--- config.mk ---
export PLATFORM = sky130hd
export DESIGN_NAME = imem_boot_loader
export DESIGN_NICKNAME = d
export VERILOG_FILES = /design/src/rtl/risc_v_pkg.sv /design/src/rtl/byte_packer.sv /design/src/rtl/imem_boot_loader.sv
export SDC_FILE = /design/constraint.sdc
export NUM_CORES = 1
export LEC_CHECK = 0
export CAP_MARGIN = 15
export CORE_MARGIN = 2
export CORE_UTILIZATION = 40
export CTS_BUF_LIST = sky130_fd_sc_hd__clkbuf_8
export DETAILED_ROUTE_END_ITERATION = 12
export PLACE_DENSITY_LB_ADDON = 0.2
export SLEW_MARGIN = 20
export SYNTH_ARGS = -nofsm -noshare
export SYNTH_HDL_FRONTEND = slang
export SYNTH_SLANG_ARGS = --single-unit
--- constraint.sdc ---
create_clock -name clk -period 2.8 [get_ports clk]
set_clock_uncertainty 0.05 [all_clocks]
set_input_delay 0.84 -clock clk [delete_from_list [all_inputs] [get_ports clk]]
set_output_delay 0.84 -clock clk [all_outputs]
set_load 0.02 [all_outputs]
--- src/rtl/risc_v_pkg.sv ---
// Shared types and constants for the instruction-memory boot loader.
package risc_v_pkg;

  localparam int unsigned LEN_BYTES  = 2;
  localparam int unsigned WORD_BYTES = 4;
  localparam int unsigned LANE_W     = $clog2(WORD_BYTES);

  typedef enum logic [2:0] {
    S_LEN0,
    S_LEN1,
    S_DATA,
    S_CSUM,
    S_DONE,
    S_ERR
  } boot_state_t;

  // A word count larger than the memory capacity cannot be loaded.
  function automatic logic len_overflow(input logic [8*LEN_BYTES-1:0] n,
                                        input int unsigned addr_w);
    return {1'b0, n} > ((8 * LEN_BYTES + 1)'(1) << addr_w);
  endfunction

endpackage

--- src/rtl/byte_packer.sv ---
// Packs a byte stream into little-endian words; flags the cycle the last lane arrives.
module byte_packer
  import risc_v_pkg::*;
(
  input  logic                    i_clk,
  input  logic                    i_rst,
  input  logic                    i_clr,
  input  logic                    i_valid,
  input  logic [7:0]              i_byte,
  output logic                    o_word_valid,
  output logic [8*WORD_BYTES-1:0] o_word
);

  logic [LANE_W-1:0]           r_lane;
  logic [8*(WORD_BYTES-1)-1:0] r_sr;
  logic                        w_last_lane;

  assign w_last_lane = (r_lane == LANE_W'(WORD_BYTES - 1));

  // Newest byte enters at the top so the first byte ends up in the low lane.
  always_ff @(posedge i_clk) begin
    if (i_rst || i_clr) begin
      r_lane <= '0;
      r_sr   <= '0;
    end else if (i_valid) begin
      r_lane <= r_lane + LANE_W'(1);
      r_sr   <= {i_byte, r_sr[8*(WORD_BYTES-1)-1:8]};
    end
  end

  assign o_word_valid = i_valid && w_last_lane;
  assign o_word       = {i_byte, r_sr};

endmodule

--- src/rtl/imem_boot_loader.sv ---
// Loads a length-prefixed, XOR-checksummed byte stream into instruction memory,
// then releases the core from reset.
module imem_boot_loader
  import risc_v_pkg::*;
#(
  parameter int unsigned ADDR_W = 6
) (
  input  logic              clk,
  input  logic              rst,
  input  logic              in_valid,
  input  logic [7:0]        in_data,
  output logic              in_ready,
  output logic              imem_we,
  output logic [ADDR_W-1:0] imem_addr,
  output logic [31:0]       imem_wdata,
  output logic              core_rst_n,
  output logic              busy,
  output logic              done,
  output logic              err
);

  boot_state_t       r_state;
  boot_state_t       w_state_next;
  logic [15:0]       r_len;
  logic [7:0]        r_xor;
  logic [ADDR_W-1:0] r_idx;
  logic              r_busy;
  logic              r_we;
  logic [ADDR_W-1:0] r_addr;
  logic [31:0]       r_wdata;

  logic              w_acc;
  logic              w_pack_valid;
  logic              w_pack_clr;
  logic              w_word_valid;
  logic [31:0]       w_word;
  logic [15:0]       w_len_full;
  logic              w_last_word;
  logic              w_enter_term;

  assign w_acc        = in_valid && in_ready;
  assign w_pack_valid = w_acc && (r_state == S_DATA);
  assign w_pack_clr   = (r_state != S_DATA);
  assign w_len_full   = {in_data, r_len[7:0]};
  assign w_last_word  = (16'(r_idx) == r_len - 16'd1);
  assign w_enter_term = (w_state_next == S_DONE) || (w_state_next == S_ERR);

  byte_packer u_packer (
    .i_clk        (clk),
    .i_rst        (rst),
    .i_clr        (w_pack_clr),
    .i_valid      (w_pack_valid),
    .i_byte       (in_data),
    .o_word_valid (w_word_valid),
    .o_word       (w_word)
  );

  always_ff @(posedge clk) begin
    if (rst) begin
      r_state <= S_LEN0;
    end else begin
      r_state <= w_state_next;
    end
  end

  always_comb begin
    w_state_next = r_state;
    unique case (r_state)
      S_LEN0: if (w_acc) w_state_next = S_LEN1;
      S_LEN1: begin
        if (w_acc) begin
          if (len_overflow(w_len_full, ADDR_W)) begin
            w_state_next = S_ERR;
          end else if (w_len_full == 16'd0) begin
            w_state_next = S_CSUM;
          end else begin
            w_state_next = S_DATA;
          end
        end
      end
      S_DATA: if (w_word_valid && w_last_word) w_state_next = S_CSUM;
      S_CSUM: if (w_acc) w_state_next = (in_data == r_xor) ? S_DONE : S_ERR;
      S_DONE, S_ERR: w_state_next = r_state;
      default: w_state_next = S_ERR;
    endcase
  end

  always_comb begin
    in_ready   = 1'b0;
    done       = 1'b0;
    err        = 1'b0;
    unique case (r_state)
      S_LEN0, S_LEN1, S_DATA, S_CSUM: in_ready = !rst;
      S_DONE:  done = 1'b1;
      S_ERR:   err  = 1'b1;
      default: ;
    endcase
    core_rst_n = done;
  end

  always_ff @(posedge clk) begin
    if (rst) begin
      r_len   <= '0;
      r_xor   <= '0;
      r_idx   <= '0;
      r_busy  <= 1'b0;
      r_we    <= 1'b0;
      r_addr  <= '0;
      r_wdata <= '0;
    end else begin
      r_we <= w_word_valid;
      if (w_acc && (r_state == S_LEN0)) r_len[7:0]  <= in_data;
      if (w_acc && (r_state == S_LEN1)) r_len[15:8] <= in_data;
      if (w_pack_valid) r_xor <= r_xor ^ in_data;
      if (w_word_valid) begin
        r_idx   <= r_idx + ADDR_W'(1);
        r_addr  <= r_idx;
        r_wdata <= w_word;
      end
      if (w_enter_term) begin
        r_busy <= 1'b0;
      end else if (w_acc) begin
        r_busy <= 1'b1;
      end
    end
  end

  assign imem_we    = r_we;
  assign imem_addr  = r_addr;
  assign imem_wdata = r_wdata;
  assign busy       = r_busy;

endmodule

Yosys cells after proc, flatten, opt, wreduce, memory -nomap -nowiden. Index checks and enable logic that the tools add are counted.

Bits in registers: 99.

Mux-type cells: 11. Add/sub/neg operators: 3. Reductions and logical operators: 14. Bitwise operators: 1. Eq/ne operators: 11. Order comparisons: 1.

Operators with widths (number): equality test 6 x 16 -> 1 bit (1); greater-than comparator 16 x 7 -> 1 bit, second input constant (1); logical NOT 16 bit (1); subtractor 16 x 1 -> 16 bit, second input constant (1); 2-to-1 mux 3 bit (5); case mux 3 bit (5 select lines) (1); equality test 3 bit, second input constant (4); equality test 8 bit (1); XOR 8 bit (1); adder 6 x 1 -> 6 bit, second input constant (1); equality test 3 x 2 -> 1 bit, second input constant (2); logical AND 1 bit (6); 2-to-1 mux 1 bit (5); OR reduction 2 bit (2); OR reduction 4 bit (1); equality test 3 x 1 -> 1 bit, second input constant (1); logical NOT 3 bit (1); inequality test 3 x 2 -> 1 bit, second input constant (1); adder 2 x 1 -> 2 bit, second input constant (1); equality test 2 bit, second input constant (1); logical OR 1 bit (2); logical NOT 1 bit (1).

Logic depth before layout (Yosys ltp).
Word-level depth: 12. Gate-level depth with buffers: 9. Gate-level depth less buffers: 7.

Hierarchy. From an unflattened synthesis, not the netlist that was laid out.

Cell total of the unflattened synthesis: 425. Area total of the unflattened synthesis: 4172.8 um2.

By module, submodules not included: imem_boot_loader (times used 1, area each 3133.0 um2, cells each 330); byte_packer (times used 1, area each 1039.7 um2, cells each 95).

Least setup slack after synthesis. OpenSTA, ideal clock, no wires.

Path kind: in2reg. Start point: input rst. End point: register r_addr[0] (netlist: imem_addr[0]). Data required time: 2.618 ns. Setup time: 0.132 ns. Setup slack: 0.376 ns. Cell stages on the path: 8. Arrival time: 2.242 ns. Cells stage by stage: or4b_4 buf_6 or2_1 buf_6 buf_2 buf_2 nand2_1 a21oi_1.

Longest elaborated chain between the ends: 5.

Ends and longest elaborated chain: start: declaration (line imem_boot_loader.sv:9) `input logic rst,`; logical NOT 1 bit (line imem_boot_loader.sv:93) `S_LEN0, S_LEN1, S_DATA, S_CSUM: in_ready = !rst;`; 2-to-1 mux 1 bit (line imem_boot_loader.sv:92) `unique case (r_state)`; logical AND 1 bit (line imem_boot_loader.sv:41) `assign w_acc = in_valid && in_ready;`; logical AND 1 bit (line imem_boot_loader.sv:42) `assign w_pack_valid = w_acc && (r_state == S_DATA);`; logical AND 1 bit (line byte_packer.sv:31) `assign o_word_valid = i_valid && w_last_lane;`; end signal: assignment (line imem_boot_loader.sv:117) `r_addr <= r_idx;`; end: declaration (line imem_boot_loader.sv:29) `logic [ADDR_W-1:0] r_addr;`.

Several ways; a longest one is shown, not always the timed one. A chain may end at the register's enable or synchronous reset.

Final worst setup path.
Start point: input rst. End point: output in_ready.

Longest elaborated chain between the ends: 2.

Ends and longest elaborated chain: logical NOT 1 bit (line imem_boot_loader.sv:93); 2-to-1 mux 1 bit (line imem_boot_loader.sv:92); end: declaration (line imem_boot_loader.sv:12) `output logic in_ready,`.

Every way passes these cells.

==> results.py <==
metrics = {
    "timing": {
        "fin_crit_sh_pct": 94.87,
        "max_freq_mhz": 376.5,
        "finalHoldViolCount": 0,
        "period_needed_ns": 2.656,
        "slew_viol_final": 0,
        "setup-violations-final": 0,
        "worst_pin_slew_ns": 0.5535,
        "rsz0062_at_grt": "no",
        "setup_tns_ns": 0,
        "slew_headroom_pct": 63.10,
    },
    "cts": {
        "cts.reportedPaths.clkPinSlew_ns": 0.10,
        "cts_buffers": 9,
        "htree_levels": 3,
        "cts_setup_buffers": 0,
        "clk_latency_ns": 0.38,
        "clock_sinks": 99,
        "cts_tree": "built",
        "clock_path_buffers": 2,
        "ctsRootBufferMaster": "clkbuf_8",
    },
    "synthesis": {
        "synth_seq_cells": 99,
        "synth.cell_area_um2": 4163,
        "synthTopCellsByCount": "nand2_1, dfxtp_1, a21oi_1, nor2_1, clkbuf_1",
        "syn-num-nets": 524,
        "synth_cells": 510,
        "yosysWarningCount": 0,
        "yosysMostFrequentCell": "nand2_1",
        "synth_edf_count": 0,
        "synth_sequential_area_ratio_pct": 47.61,
        "async_flop_share_pct": 0,
        "synthFlopType": "dfxtp_1",
        "syn_area_per_cell_um2": 8.162,
        "yosysTopAreaCellShare_pct": 47.61,
        "yosysTopAreaCell": "dfxtp_1",
        "synth.area.top_cells": "dfxtp_1, nand2_1, a21oi_1",
        "synth.distinct_cells": 52,
    },
    "floorplanning": {
        "initial_core_util_pct": 40.69,
        "num_rows": 37,
        "die_h_um": 106.0,
        "die_w_um": 106.0,
        "ios": 55,
        "core-area_um2": 10230,
        "die_area_um2": 11240,
    },
    "global_route": {
        "grt_pass1_wl_um": 16450,
        "grt_util_met2_pct": 27.24,
        "met3_usage_pct": 3.924,
        "use_met1_pct": 25.93,
        "grt_use_total_pct": 18.37,
        "antenna_found_initial": 0,
        "grt_start_max_net_pins": 53,
        "top_usage_layer": "met2",
        "grt_overflow": 0,
        "grt_pass1_vias": 3326,
    },
    "detailed_routing": {
        "post_drt_wl_per_cell_um": 14.00,
        "drtIter0Drc": 185,
        "drcViolationCount": 0,
        "vias_per_cell": 5.033,
        "dr.pass1.iters": 5,
        "drtAntennaViolNets": 0,
        "vias": 3538,
        "routed_wl_um": 9840,
    },
    "outcome": {
        "status": "finished, final reports clean",
    },
    "critical_path": {
        "critical_path_class": "in -> out",
        "end_kind": "output pin",
        "cp_max_fo": 7,
        "arrival_ns": 1.77,
        "worst_setup_path_start_kind": "input pin",
        "r2r_cells": 7,
        "crit_required_ns": 1.91,
    },
    "power_and_ir_drop": {
        "p_per_area_nw_per_um2": 499.7,
        "p_leak_nw": 1.731,
        "ir_worst_vdd_mv": 0.2549,
    },
    "placement": {
        "dp_hpwl_um": 6944,
        "routabilityCongestion": 0.8585,
        "port_buffers": 54,
    },
    "flow_run": {
        "cap_violations": 0,
    },
    "cells_and_area": {
        "nFillCells": 1009,
        "final_nets": 576,
        "syn2layout_area_growth_pct": 22.24,
        "fin_util_pct": 49.74,
        "seq_area_um2": 1983,
        "drive_above_1_share_pct": 10.41,
        "multi_input_area_um2": 1962,
        "antenna_cells": 0,
    },
    "worst_hold_path": {
        "min_path_cells": 2,
        "hold_class": "reg -> reg",
    },
}
-- through the flow --
step | cells | worst slack, ns | area (um2) | hold slack [ns] | power (mW)
6_report | 703 | 0.1436 | 5089 | 0.4062 | 2.543
5_1_grt | 703 | 0.01499 | 5089 | 0.4270 | 2.648
4_1_cts | 703 | 0.02703 | 5087 | 0.4097 | 2.567
3_5_place_dp | 687 | 0.03756 | 4906 | 0.3954 | 1.701
3_3_place_gp | 687 | 0.04018 | 4906 | 0.3936 | 1.696
2_1_floorplan | 510 | 0.3763 | 4163 | 0.3821 | 1.620
-- critical path: stages --
cell             delay (ns)
buf_2                  0.14
nor2_1                 0.16
clkdlybuf4s50_1        0.63
-- final timing paths --
kind                 start             to  slack (ns)
max                    rst       in_ready        0.14
min          imem_wdata[1]  imem_wdata[1]        0.41
max reg2reg       r_len[0]     r_state[0]        0.49
min reg2reg  imem_wdata[1]  imem_wdata[1]        0.41
-- per-layer routing --
layer | share of wire [%] | vias to the layer above
met5 | 0 | -
met4 | 2.2 | 0
met3 | 4.0 | 14
met2 | 43 | 79
met1 | 51 | 1646
li1 | - | 1799
-- cell type report --
type	instances	area share, %
flip-flops and latches	99	38.97
multi-input cells	363	38.55
repair buffers	84	15.20
well taps	136	3.344
clock buffers	9	2.434
clock inverters	7	1.131
inverters	5	0.3688
-- logic make-up after synthesis --
kind of cell	Yosys count	synth area share, %
AND/OR/NAND/NOR	227	23.75
flip-flops	99	47.61
AO/OA/AOI/OAI	89	12.74
buffers and inverters	48	5.260
XOR/XNOR	28	5.891
multiplexers	16	3.847
adder cells (fa/ha/maj)	3	0.9018
-- sequential cells by signal, summed over array words and instances, names as in the netlist --
register and flops:
busy 1, imem_addr 6, imem_wdata 32, imem_we 1, r_idx 6, r_len 16, r_state 3, r_xor 8
u_packer.r_lane 2, u_packer.r_sr 24
-- report_power, final --
part / total, mW / internal, mW / switching, mW
registers: 1.44 / 1.42 / 0.0180
logic: 0.232 / 0.103 / 0.129
clock network: 0.874 / 0.335 / 0.538
total: 2.54 / 1.86 / 0.685
-- repair_timing --
item	4_1_cts	5_1_grt
resized for setup	0	1
endpoints found under the hold margin	0	0
setup endpoints to repair	0	3
hold buffers	0	0
-- cells in the final DEF (no fill, tap or decap), types with 2 or more instances in the layout --
master             n
a21oi_1           67
nand4b_1           2
ha_1               3
or4_1              3
buf_4             29
nand2_1          145
clkdlybuf4s50_1   53
inv_1              4
inv_6              2
nand3_1            3
clkinvlp_4         2
nand4_1            7
xnor2_1           16
nor4_1             3
mux2i_1           16
nor3_1             9
a21boi_0           3
o211a_1            2
or2_2              2
xor2_1            12
dfxtp_1           98
clkbuf_8           9
nand2b_1           2
or3b_2             2
o21ai_0            2
nor2_1            37
o211ai_1           3
Note: power is estimated with default switching activity, not from simulation.
